===== config.mk =====
export PLATFORM = sky130hd
export DESIGN_NAME = uart_tx_engine_flat
export DESIGN_NICKNAME = d
export VERILOG_FILES = /design/src/rtl/uart_tx_engine_if.sv /design/src/rtl/uart_tx_engine.sv /design/src/flat_wrapper.sv
export SDC_FILE = /design/constraint.sdc
export NUM_CORES = 1
export LEC_CHECK = 0
export CORE_ASPECT_RATIO = 0.75
export CORE_UTILIZATION = 56
export DETAILED_ROUTE_END_ITERATION = 10
export GPL_ROUTABILITY_DRIVEN = 0
export GPL_TIMING_DRIVEN = 1
export PLACE_DENSITY = 0.81
export SLEW_MARGIN = 10
export SYNTH_ARGS = -nofsm -noshare
export SYNTH_HDL_FRONTEND = slang
export SYNTH_SLANG_ARGS = --single-unit

===== constraint.sdc =====
create_clock -name clk -period 3 [get_ports clk]
set_clock_uncertainty 0.05 [all_clocks]
set_input_delay 0.45 -clock clk [delete_from_list [all_inputs] [get_ports clk]]
set_output_delay 0.45 -clock clk [all_outputs]
set_load 0.01 [all_outputs]

===== src/rtl/uart_tx_engine_if.sv =====
// Processor-side load handshake for the UART transmit engine.
// LOAD/DATA_IN from the register block, TXRDY back to it.
interface uart_tx_engine_if;
  logic       LOAD;
  logic [7:0] DATA_IN;
  logic       TXRDY;

  modport master (
    output LOAD,
    output DATA_IN,
    input  TXRDY
  );

  modport slave (
    input  LOAD,
    input  DATA_IN,
    output TXRDY
  );
endinterface


===== src/rtl/uart_tx_engine.sv =====
// UART transmit engine: 11-bit-time frames, LSB first, optional parity.
// Optional one-entry holding buffer under `define UART_TX_HOLD_BUF_EN.
module uart_tx_engine (
  input  logic              clk,
  input  logic              rst,
  input  logic [18:0]       k,
  input  logic              EIGHT,
  input  logic              PEN,
  input  logic              OHEL,
  uart_tx_engine_if.slave   bus,
  output logic              TX
);

  localparam int FRAME_BITS = 11;

  typedef enum logic {
    IDLE,
    SHIFT
  } state_t;

  state_t                  r_state;
  state_t                  w_state_nxt;
  logic [18:0]             r_cnt;
  logic [18:0]             w_cnt_nxt;
  logic [3:0]              r_bitcnt;
  logic [3:0]              w_bitcnt_nxt;
  logic [FRAME_BITS-1:0]   r_shift;
  logic [FRAME_BITS-1:0]   w_shift_nxt;
  logic [FRAME_BITS-1:0]   w_frame;
  logic [18:0]             w_klim;
  logic                    w_btu;
  logic                    w_last;
  logic                    w_accept;

`ifdef UART_TX_HOLD_BUF_EN
  logic [FRAME_BITS-1:0]   r_hold;
  logic [FRAME_BITS-1:0]   w_hold_nxt;
  logic                    r_hold_full;
  logic                    w_hold_full_nxt;
`endif

  // Whole frame is built at load time, which freezes the config for it.
  function automatic logic [FRAME_BITS-1:0] f_frame(
    input logic [7:0] d,
    input logic       eight,
    input logic       pen,
    input logic       ohel
  );
    logic                  p;
    logic [FRAME_BITS-1:0] f;
    p = (eight ? ^d : ^d[6:0]) ^ ohel;
    if (eight)
      f = {1'b1, (pen ? p : 1'b1), d, 1'b0};
    else
      f = {2'b11, (pen ? p : 1'b1), d[6:0], 1'b0};
    return f;
  endfunction

  assign w_frame = f_frame(bus.DATA_IN, EIGHT, PEN, OHEL);

  // k of 0 behaves as 1; >= keeps a shrunken k from stalling the count.
  assign w_klim = (k == 19'd0) ? 19'd0 : k - 19'd1;
  assign w_btu  = (r_state == SHIFT) && (r_cnt >= w_klim);
  assign w_last = w_btu && (r_bitcnt == 4'(FRAME_BITS - 1));

`ifdef UART_TX_HOLD_BUF_EN
  assign bus.TXRDY = ~r_hold_full;
`else
  assign bus.TXRDY = (r_state == IDLE);
`endif

  assign w_accept = bus.LOAD && bus.TXRDY;
  assign TX       = r_shift[0];

  always_comb begin
    w_state_nxt  = r_state;
    w_cnt_nxt    = r_cnt;
    w_bitcnt_nxt = r_bitcnt;
    w_shift_nxt  = r_shift;
`ifdef UART_TX_HOLD_BUF_EN
    w_hold_nxt      = r_hold;
    w_hold_full_nxt = r_hold_full;
`endif
    unique case (1'b1)
      (r_state == IDLE): begin
        if (w_accept) begin
          w_state_nxt  = SHIFT;
          w_shift_nxt  = w_frame;
          w_cnt_nxt    = 19'd0;
          w_bitcnt_nxt = 4'd0;
        end
      end
      (r_state == SHIFT): begin
        if (!w_btu) begin
          w_cnt_nxt = r_cnt + 19'd1;
        end else if (!w_last) begin
          w_cnt_nxt    = 19'd0;
          w_bitcnt_nxt = r_bitcnt + 4'd1;
          w_shift_nxt  = {1'b1, r_shift[FRAME_BITS-1:1]};
        end else begin
          w_cnt_nxt    = 19'd0;
          w_bitcnt_nxt = 4'd0;
`ifdef UART_TX_HOLD_BUF_EN
          if (r_hold_full) begin
            w_shift_nxt     = r_hold;
            w_hold_full_nxt = 1'b0;
          end else if (w_accept) begin
            w_shift_nxt = w_frame;
          end else begin
            w_state_nxt = IDLE;
            w_shift_nxt = '1;
          end
`else
          w_state_nxt = IDLE;
          w_shift_nxt = '1;
`endif
        end
`ifdef UART_TX_HOLD_BUF_EN
        if (w_accept && !w_last) begin
          w_hold_nxt      = w_frame;
          w_hold_full_nxt = 1'b1;
        end
`endif
      end
      default: begin
        w_state_nxt = IDLE;
        w_shift_nxt = '1;
      end
    endcase
  end

  always_ff @(posedge clk or negedge rst) begin
    if (!rst) begin
      r_state  <= IDLE;
      r_cnt    <= 19'd0;
      r_bitcnt <= 4'd0;
      r_shift  <= '1;
    end else begin
      r_state  <= w_state_nxt;
      r_cnt    <= w_cnt_nxt;
      r_bitcnt <= w_bitcnt_nxt;
      r_shift  <= w_shift_nxt;
    end
  end

`ifdef UART_TX_HOLD_BUF_EN
  always_ff @(posedge clk or negedge rst) begin
    if (!rst) begin
      r_hold      <= '1;
      r_hold_full <= 1'b0;
    end else begin
      r_hold      <= w_hold_nxt;
      r_hold_full <= w_hold_full_nxt;
    end
  end
`endif

endmodule


===== src/flat_wrapper.sv =====
// flat-port wrapper written by rule: the top's interface ports become plain ports
module uart_tx_engine_flat 
  (clk, rst, k, EIGHT, PEN, OHEL, TX, bus_LOAD, bus_DATA_IN, bus_TXRDY);
  uart_tx_engine_if bus_i ();
  input  logic clk;
  input  logic rst;
  input  logic [18:0] k;
  input  logic EIGHT;
  input  logic PEN;
  input  logic OHEL;
  output logic TX;
  input wire logic [$bits(bus_i.LOAD)-1:0] bus_LOAD;
  input wire logic [$bits(bus_i.DATA_IN)-1:0] bus_DATA_IN;
  output wire logic [$bits(bus_i.TXRDY)-1:0] bus_TXRDY;
  assign bus_i.LOAD = bus_LOAD;
  assign bus_i.DATA_IN = bus_DATA_IN;
  assign bus_TXRDY = bus_i.TXRDY;
  uart_tx_engine u_core (.clk(clk), .rst(rst), .k(k), .EIGHT(EIGHT), .PEN(PEN), .OHEL(OHEL), .bus(bus_i), .TX(TX));
endmodule

==> results of run 1 <==
area by class of cell:
cell class                 instances  area share, %
multi-input combinational        264           54.2
clock buffer                       7           2.14
tap                               57           1.77
sequential                        34           21.4
inverter                          11           1.03
clock inverter                     1          0.124
timing repair buffer              84           19.3
stage by stage:
step	utilization [%]	total power [mW]	worst slack [ns]	setup TNS [ns]	hold slack, ns
3_5_place_dp	75.8	1.29	-1.28	-40.98	0.430
4_1_cts	82.2	1.69	-0.565	-16.82	0.425
2_1_floorplan	-	1.09	-0.590	-17.41	0.104
3_3_place_gp	75.8	1.26	-1.14	-35.95	0.417
5_1_grt	88.6	1.89	-0.881	-23.05	0.455
6_report	88.6	1.79	-0.739	-19.54	0.427
sequential cells by signal, summed over array words and instances (netlist names):
| name | count |
|---|---|
| u_core.r_bitcnt | 4 |
| u_core.r_cnt | 19 |
| u_core.r_state | 1 |
| u_core.r_shift | 10 |
worst paths after layout:
| check | to |
|---|---|
| min | u_core.r_shift[9] |
| max | u_core.r_cnt[15] |
| min in group asynchronous | u_core.r_cnt[15] |
| max reg2reg | u_core.r_cnt[18] |
| min reg2reg | u_core.r_shift[9] |
| max in group asynchronous | u_core.r_shift[0] |
worst max-delay path: cells and delay by family:
kind                     cells  cell delay, ns
AND/OR/NAND/NOR              6            1.26
buffers and inverters        5            0.90
AO/OA/AOI/OAI                6            0.84
adder cells (fa/ha/maj)      2            0.41
where the power goes:
part / leakage [nW] / internal [mW] / switching (mW)
logic: 1.35 / 0.359 / 0.314
clock network: 0.0482 / 0.185 / 0.174
registers: 0.421 / 0.623 / 0.129
cell usage after synthesis, types with 3 or more instances:
library cell	instances
nand2_1	57
dfrtp_1	24
ha_1	23
o21ai_0	22
nor2_1	21
a21oi_1	16
a31oi_1	14
xnor2_1	12
inv_1	11
xor2_1	11
clkbuf_1	10
dfstp_2	10
a2bb2oi_1	8
mux2i_1	7
nor3_1	7
and3_1	6
a21o_1	5
nand3_1	5
and2_1	4
nand4_1	4
nor2b_1	4
nand2b_1	3
repair_timing:
item	4_1_cts	5_1_grt
pin swaps	29	26
gates cloned	3	0
resized for setup	62	46
endpoints found under the setup margin	34	34
setup buffers	5	4
cells in the final DEF, fill, tap and decap left out, types with 10 or more instances in the layout:
cell type,instances
o21ai_0,11
inv_1,11
nand2_1,46
clkdlybuf4s50_1,23
ha_4,10
dfstp_2,10
ha_1,13
xor2_1,11
a31oi_1,11
xnor2_1,11
dfrtp_1,24
buf_4,41
nor2_1,15
routing by layer:
layer  up-vias  share of wire (%)
met2       133                 52
li1       1304                  -
met1      1401                 39
met5         -                  0
met4         0                2.7
met3        35                6.2
kinds of logic (layout without fill, tap and decap cells):
kind of cell             count (synthesis)  count (layout)  share of synthesized area, %
AND/OR/NAND/NOR                        131             131                          24.3
AO/OA/AOI/OAI                           79              79                          18.5
flip-flops                              34              34                          32.0
buffers and inverters                   25             103                          4.12
adder cells (fa/ha/maj)                 23              23                          10.7
XOR/XNOR                                23              23                          7.46
multiplexers                             8               8                          3.01
==> reports/qor.yml, run 1 <==
run_status:
  outcome: "complete, but fails checks"
  violations: "negative setup slack"
global_routing:
  grt_util_met2_pct: 48.1
  use_met1_pct: 41.1
  grt_pass1_wl_um: 11900
  grt_max_degree: 35
  antenna_found_initial: 0
  gr-usage-met3_pct: 5.15
  grt_pass1_vias: 2680
  grt_use_total_pct: 29.7
  grt.busiest_layer: "met2"
  grt_overflow_total: 0
timing:
  post-route-period-util_pct: 125
  slew_headroom_pct: 65.0
  worst_pin_slew_ns: 0.524
  slew_viol_final: 0
  rsz0062_at_grt: "true"
  fin_crit_ns: 3.74
  setup_violations: 34
  hold_violations: 0
  setup_ws_ns: -0.739
  fmax_mhz: 267
setup_path:
  path_max_fanout: 8
  crit_chain: "dlygate4sd2_1 -> inv_1 -> ha_4 -> nand2_4 -> nor3_4 -> nand2_2 -> or4_4 -> buf_6 -> nand2_1 -> ha_4 -> o21ai_2 -> o21bai_2 -> a21oi_2 -> o21ai_4 -> nor3_4 -> buf_12 -> buf_8 -> a41oi_2 -> a31oi_1"
  end_kind: "flop"
  critPathArrivalTime_ns: 3.89
  startpoint_type: "primary input"
  reg2reg_setup_slack_ns: 0.54
  cpPeakStageDelay_ns: 0.52
  cp_slowest_cell: "or4_4"
  critPathLaunch: "k[0]"
  rr_startpoint: "u_core.r_cnt[1]"
  reg2reg_depth: 8
  crit_required_ns: 3.15
  crit_type: "in2reg"
die:
  fp.dieW_um: 82.2
  dieArea_sq_mm: 0.00511
  pin_count: 35
  start_util_pct: 59.4
  dieHeight_um: 62.2
  row_count: 21
  core_sq_mm: 0.00455
routing:
  drtAntennaViolNets: 0
  post_drt_via_cell_ratio: 6.27
  wirelength_um: 9090
  via_count: 2873
  drtIter0Drc: 253
  dr.pass1.iters: 5
  drc: 0
  wl_per_cell_um: 19.8
cts:
  path_clk_slew_ns: 0.08
  cts_hold_repair.buffers: 0
  cts-buffers-inserted: 5
  ctsRootBufferMaster: "clkbuf_8"
  h-tree-depth: 2
  cts_tree: "yes"
  cts_sinks: 34
  worstSkewPairLatency_ns: 0.29
  clk_path_buf_depth: 2
power:
  peakVddDrop_uv: 548
  p_leak_nw: 1.82
  powerDensity_mw_per_mm2: 443
min_path:
  hold_class: "reg2reg"
  hold-path-cell-count: 2
  hold_start: "u_core.r_shift[9]"
synthesis:
  yosysSeqAreaShare_pct: 32.0
  synth-edff-count: 0
  ys_seq_elements: 34
  synth_flop_cell: "dfrtp_1"
  syn_nets: 379
  synth_area_leaders: "dfrtp_1, ha_1, dfstp_2"
  postSynth.asyncResetShare_pct: 100
  synth_top_area_share_pct: 22.2
  ys_types: 47
  syn_area_per_cell_sq_um: 8.36
  yosysTopAreaCell: "dfrtp_1"
  syn_inst: 323
  yosysWarnings: 0
  synthesis.area_sq_mm: 0.00270
flow_run:
  maxCapViolations: 0
finish:
  area.growth.synth_to_final_pct: 49.1
  drive_gt1_share_pct: 35.9
  n_antenna_cell: 0
  fill_cells: 217
  multi_input_area_sq_mm: 0.00218
  final_area_sq_mm: 0.00403
  seq_area_sq_um: 863
  fin_cells: 458
  fin_nets: 456
place:
  placed_area_sq_mm: 0.00344
  dp.cells: 439
  post-dp-hpwl_um: 5000
  io_buffers: 34
No activity file was read; power rests on OpenSTA's default activity.
==> run 2: changes to the inputs <==
Clock period 3 ns to 4.1 ns, I/O delays scaled along.
==> run 2 against run 1 <==
- the flow now finishes without violations
- via count down 11%
- non-clock buffer count shrank 14
- routed wire length decreased by 27%
- worst hold slack got worse by 0.17 ns
- sequential share of layout area is 3.2 points higher
- core utilization is 11 points lower
- critical path type unchanged
- largest cell class unchanged
- largest power group unchanged
==> reports/qor.yml, run 2 (synthesis gave the netlist of run 1 again) <==
die:
  pin_count: 35  # unchanged
  dieHeight_um: 62.2  # unchanged
  start_util_pct: 59.4  # unchanged
  core_sq_mm: 0.00455  # unchanged
  dieArea_sq_mm: 0.00511  # unchanged
  row_count: 21  # unchanged
  fp.dieW_um: 82.2  # unchanged
finish:
  final_cell_mix: "nand2_1, buf_4, clkdlybuf4s50_1"  # was nand2_1, buf_4, dfrtp_1
  final_common_cell: "nand2_1"  # unchanged
  area.growth.synth_to_final_pct: 29.9  # was 49.1%
  n_antenna_cell: 0  # unchanged
  fin_nets: 442  # was 456
  regMostFlops: "u_core.r_cnt"  # unchanged
  seq_area_sq_um: 863  # unchanged
  final_area_sq_mm: 0.00351  # was 0.00403 sq mm
  fill_cells: 321  # was 217
  final_util_pct: 77.2  # was 88.6%
  drive_gt1_share_pct: 18.9  # was 35.9%
  reg_top3: "u_core.r_cnt: 19 flops, u_core.r_shift: 10 flops, u_core.r_bitcnt: 4 flops"  # unchanged
  largest_register_ffs: 19  # unchanged
  fin_cells: 444  # was 458
  multi_input_area_sq_mm: 0.00177  # was 0.00218 sq mm
global_routing:
  grt_use_total_pct: 25.9  # was 29.7%
  grt_pass1_wl_um: 10300  # was 11900 um
  grt_overflow_total: 0  # unchanged
  grt_max_degree: 26  # was 35
  antenna_found_initial: 0  # unchanged
  grt_pass1_vias: 2281  # was 2680
setup_path:
  crit_path_end: "u_core.r_cnt[18]"  # was u_core.r_cnt[15]
  end_kind: "flop"  # unchanged
  crit_type: "in2reg"  # unchanged
  worst-path-stages: 16  # was 19
  startpoint_type: "primary input"  # unchanged
  rr_startpoint: "u_core.r_cnt[1]"  # unchanged
  critPathArrivalTime_ns: 4.00  # was 3.89 ns
  r2r_end: "u_core.r_cnt[18]"  # unchanged
  crit_top_cell: "nand2_1"
  critPathLaunch: "k[8]"  # was k[0]
  cp_slowest_cell: "or4_4"  # unchanged
  reg2reg_setup_slack_ns: 1.72  # was 0.54 ns
  critical-path-top-delay-family: "simple AND/OR/NAND/NOR gates"  # unchanged
  reg2reg_depth: 8  # unchanged
  cpPeakStageDelay_ns: 0.59  # was 0.52 ns
  cp_num_buf_inv: 2  # was 5
  crit_required_ns: 4.26  # was 3.15 ns
  path_max_fanout: 8  # unchanged
  crit_chain: "clkdlybuf4s50_1 -> nor2_1 -> nand2_1 -> nor3_1 -> nand2_2 -> or4_4 -> buf_6 -> nand2_1 -> ha_1 -> a21oi_1 -> o21ai_1 -> a31oi_1 -> a21oi_2 -> or2_4 -> or3_4 -> mux2i_1"  # was dlygate4sd2_1 -> inv_1 -> ha_4 -> nand2_4 -> nor3_4 -> nand2_2 -> or4_4 -> buf_6 -> nand2_1 -> ha_4 -> o21ai_2 -> o21bai_2 -> a21oi_2 -> o21ai_4 -> nor3_4 -> buf_12 -> buf_8 -> a41oi_2 -> a31oi_1
cts:
  h-tree-depth: 2  # unchanged
  path_clk_slew_ns: 0.07  # was 0.08 ns
  clk_path_buf_depth: 2  # unchanged
  cts_hold_repair.buffers: 0  # unchanged
  cts_tree: "yes"  # unchanged
  cts-buffers-inserted: 5  # unchanged
  cts_sinks: 34  # unchanged
  worstSkewPairLatency_ns: 0.29  # about the same
  ctsRootBufferMaster: "clkbuf_8"  # unchanged
power:
  powerDensity_mw_per_mm2: 351  # was 443 mW/mm^2
  seq_power_share_pct: 44.0  # was 42.2%
  peakVddDrop_uv: 292  # was 548 uV
  internal_power_uw: 838  # was 1.17 mW
  p_leak_nw: 1.71  # was 1.82 nW
  total_power_mw: 1.23  # was 1.79 mW
  switching_share_pct: 32.0  # was 34.6%
  p_switching_uw: 395  # was 617 uW
  combPwrFrac_pct: 32.0  # was 37.7%
  power_frac_clock_pct: 24.0  # was 20.1%
routing:
  wirelength_um: 6590  # was 9090 um
  drtAntennaViolNets: 0  # unchanged
  drtIter0Drc: 213  # was 253
  post_drt_via_cell_ratio: 5.74  # was 6.27
  drc: 0  # unchanged
  dr.pass1.iters: 4  # was 5
  wl_per_cell_um: 14.8  # was 19.8 um
  via_count: 2548  # was 2873
timing:
  worst_pin_slew_ns: 0.571  # was 0.524 ns
  setup_violations: 0  # was 34
  slew_headroom_pct: 61.9  # was 65.0%
  post-route-period-util_pct: 93.7
  fmax_mhz: 260
  hold_violations: 0  # unchanged
  slew_viol_final: 0  # unchanged
  rsz0062_at_grt: "false"  # was true
  fin_crit_ns: 3.84
flow_run:
  maxCapViolations: 0  # unchanged
run_status:
  outcome: "finished, final reports clean"  # was complete, but fails checks
place:
  post-dp-hpwl_um: 4770  # was 5000 um
  io_buffers: 34  # unchanged
  placed_area_sq_mm: 0.00330  # was 0.00344 sq mm
  dp.cells: 433  # was 439
min_path:
  hold_class: "in2async"  # was reg2reg
==> run 2: repair_timing <==
item / 4_1_cts / 5_1_grt
pin swaps: 1 / 9
gates resized for setup: 2 / 18
endpoints found under the setup margin: 15 / 33
setup buffers: 0 / 2
gates cloned: 0 / 1
==> run 2: worst min-delay path by stage <==
stage                            from                  to  slack, ns  cells past startpoint
finish                            rst    u_core.r_cnt[14]       0.26                      1
floorplan                         rst  u_core.r_bitcnt[0]       0.27                      0
CTS                 u_core.r_shift[0]   u_core.r_shift[0]       0.43                      2
detailed placement  u_core.r_shift[0]   u_core.r_shift[0]       0.43                      2
global placement    u_core.r_shift[0]   u_core.r_shift[0]       0.42                      2
global route                      rst    u_core.r_cnt[14]       0.30                      1
==> run 2: metrics by stage <==
stage	hold WS [ns]	TNS, ns	setup slack [ns]
detailed placement	0.425	-10.01	-0.393
CTS	0.434	0	0.00226
global placement	0.417	-5.17	-0.256
floorplan	0.269	0	0.249
global route	0.300	0	0.0188
finish	0.261	0	0.259
==> run 2: routing by layer <==
layer,routed length [um],global-route usage (%)
met1,3280,40.1
met2,2960,37.0
met3,307,4.85
met4,46,5.26
met5,0,0
==> run 2: final cells by class <==
type                            instances  area share (%)
Tap cell                               57            2.03
Sequential cell                        34            24.6
Timing Repair Buffer                   70            18.7
Clock buffer                            8            3.14
Multi-Input combinational cell        264            50.4
Inverter                               11            1.18
==> run 2: power by group through the flow <==
stage,Combinational [mW],Sequential (mW),Clock [mW]
2_1_floorplan,0.252,0.519,0
3_3_place_gp,0.359,0.536,0
3_5_place_dp,0.385,0.542,0
4_1_cts,0.387,0.538,0.297
5_1_grt,0.438,0.552,0.313
6_report,0.394,0.543,0.296
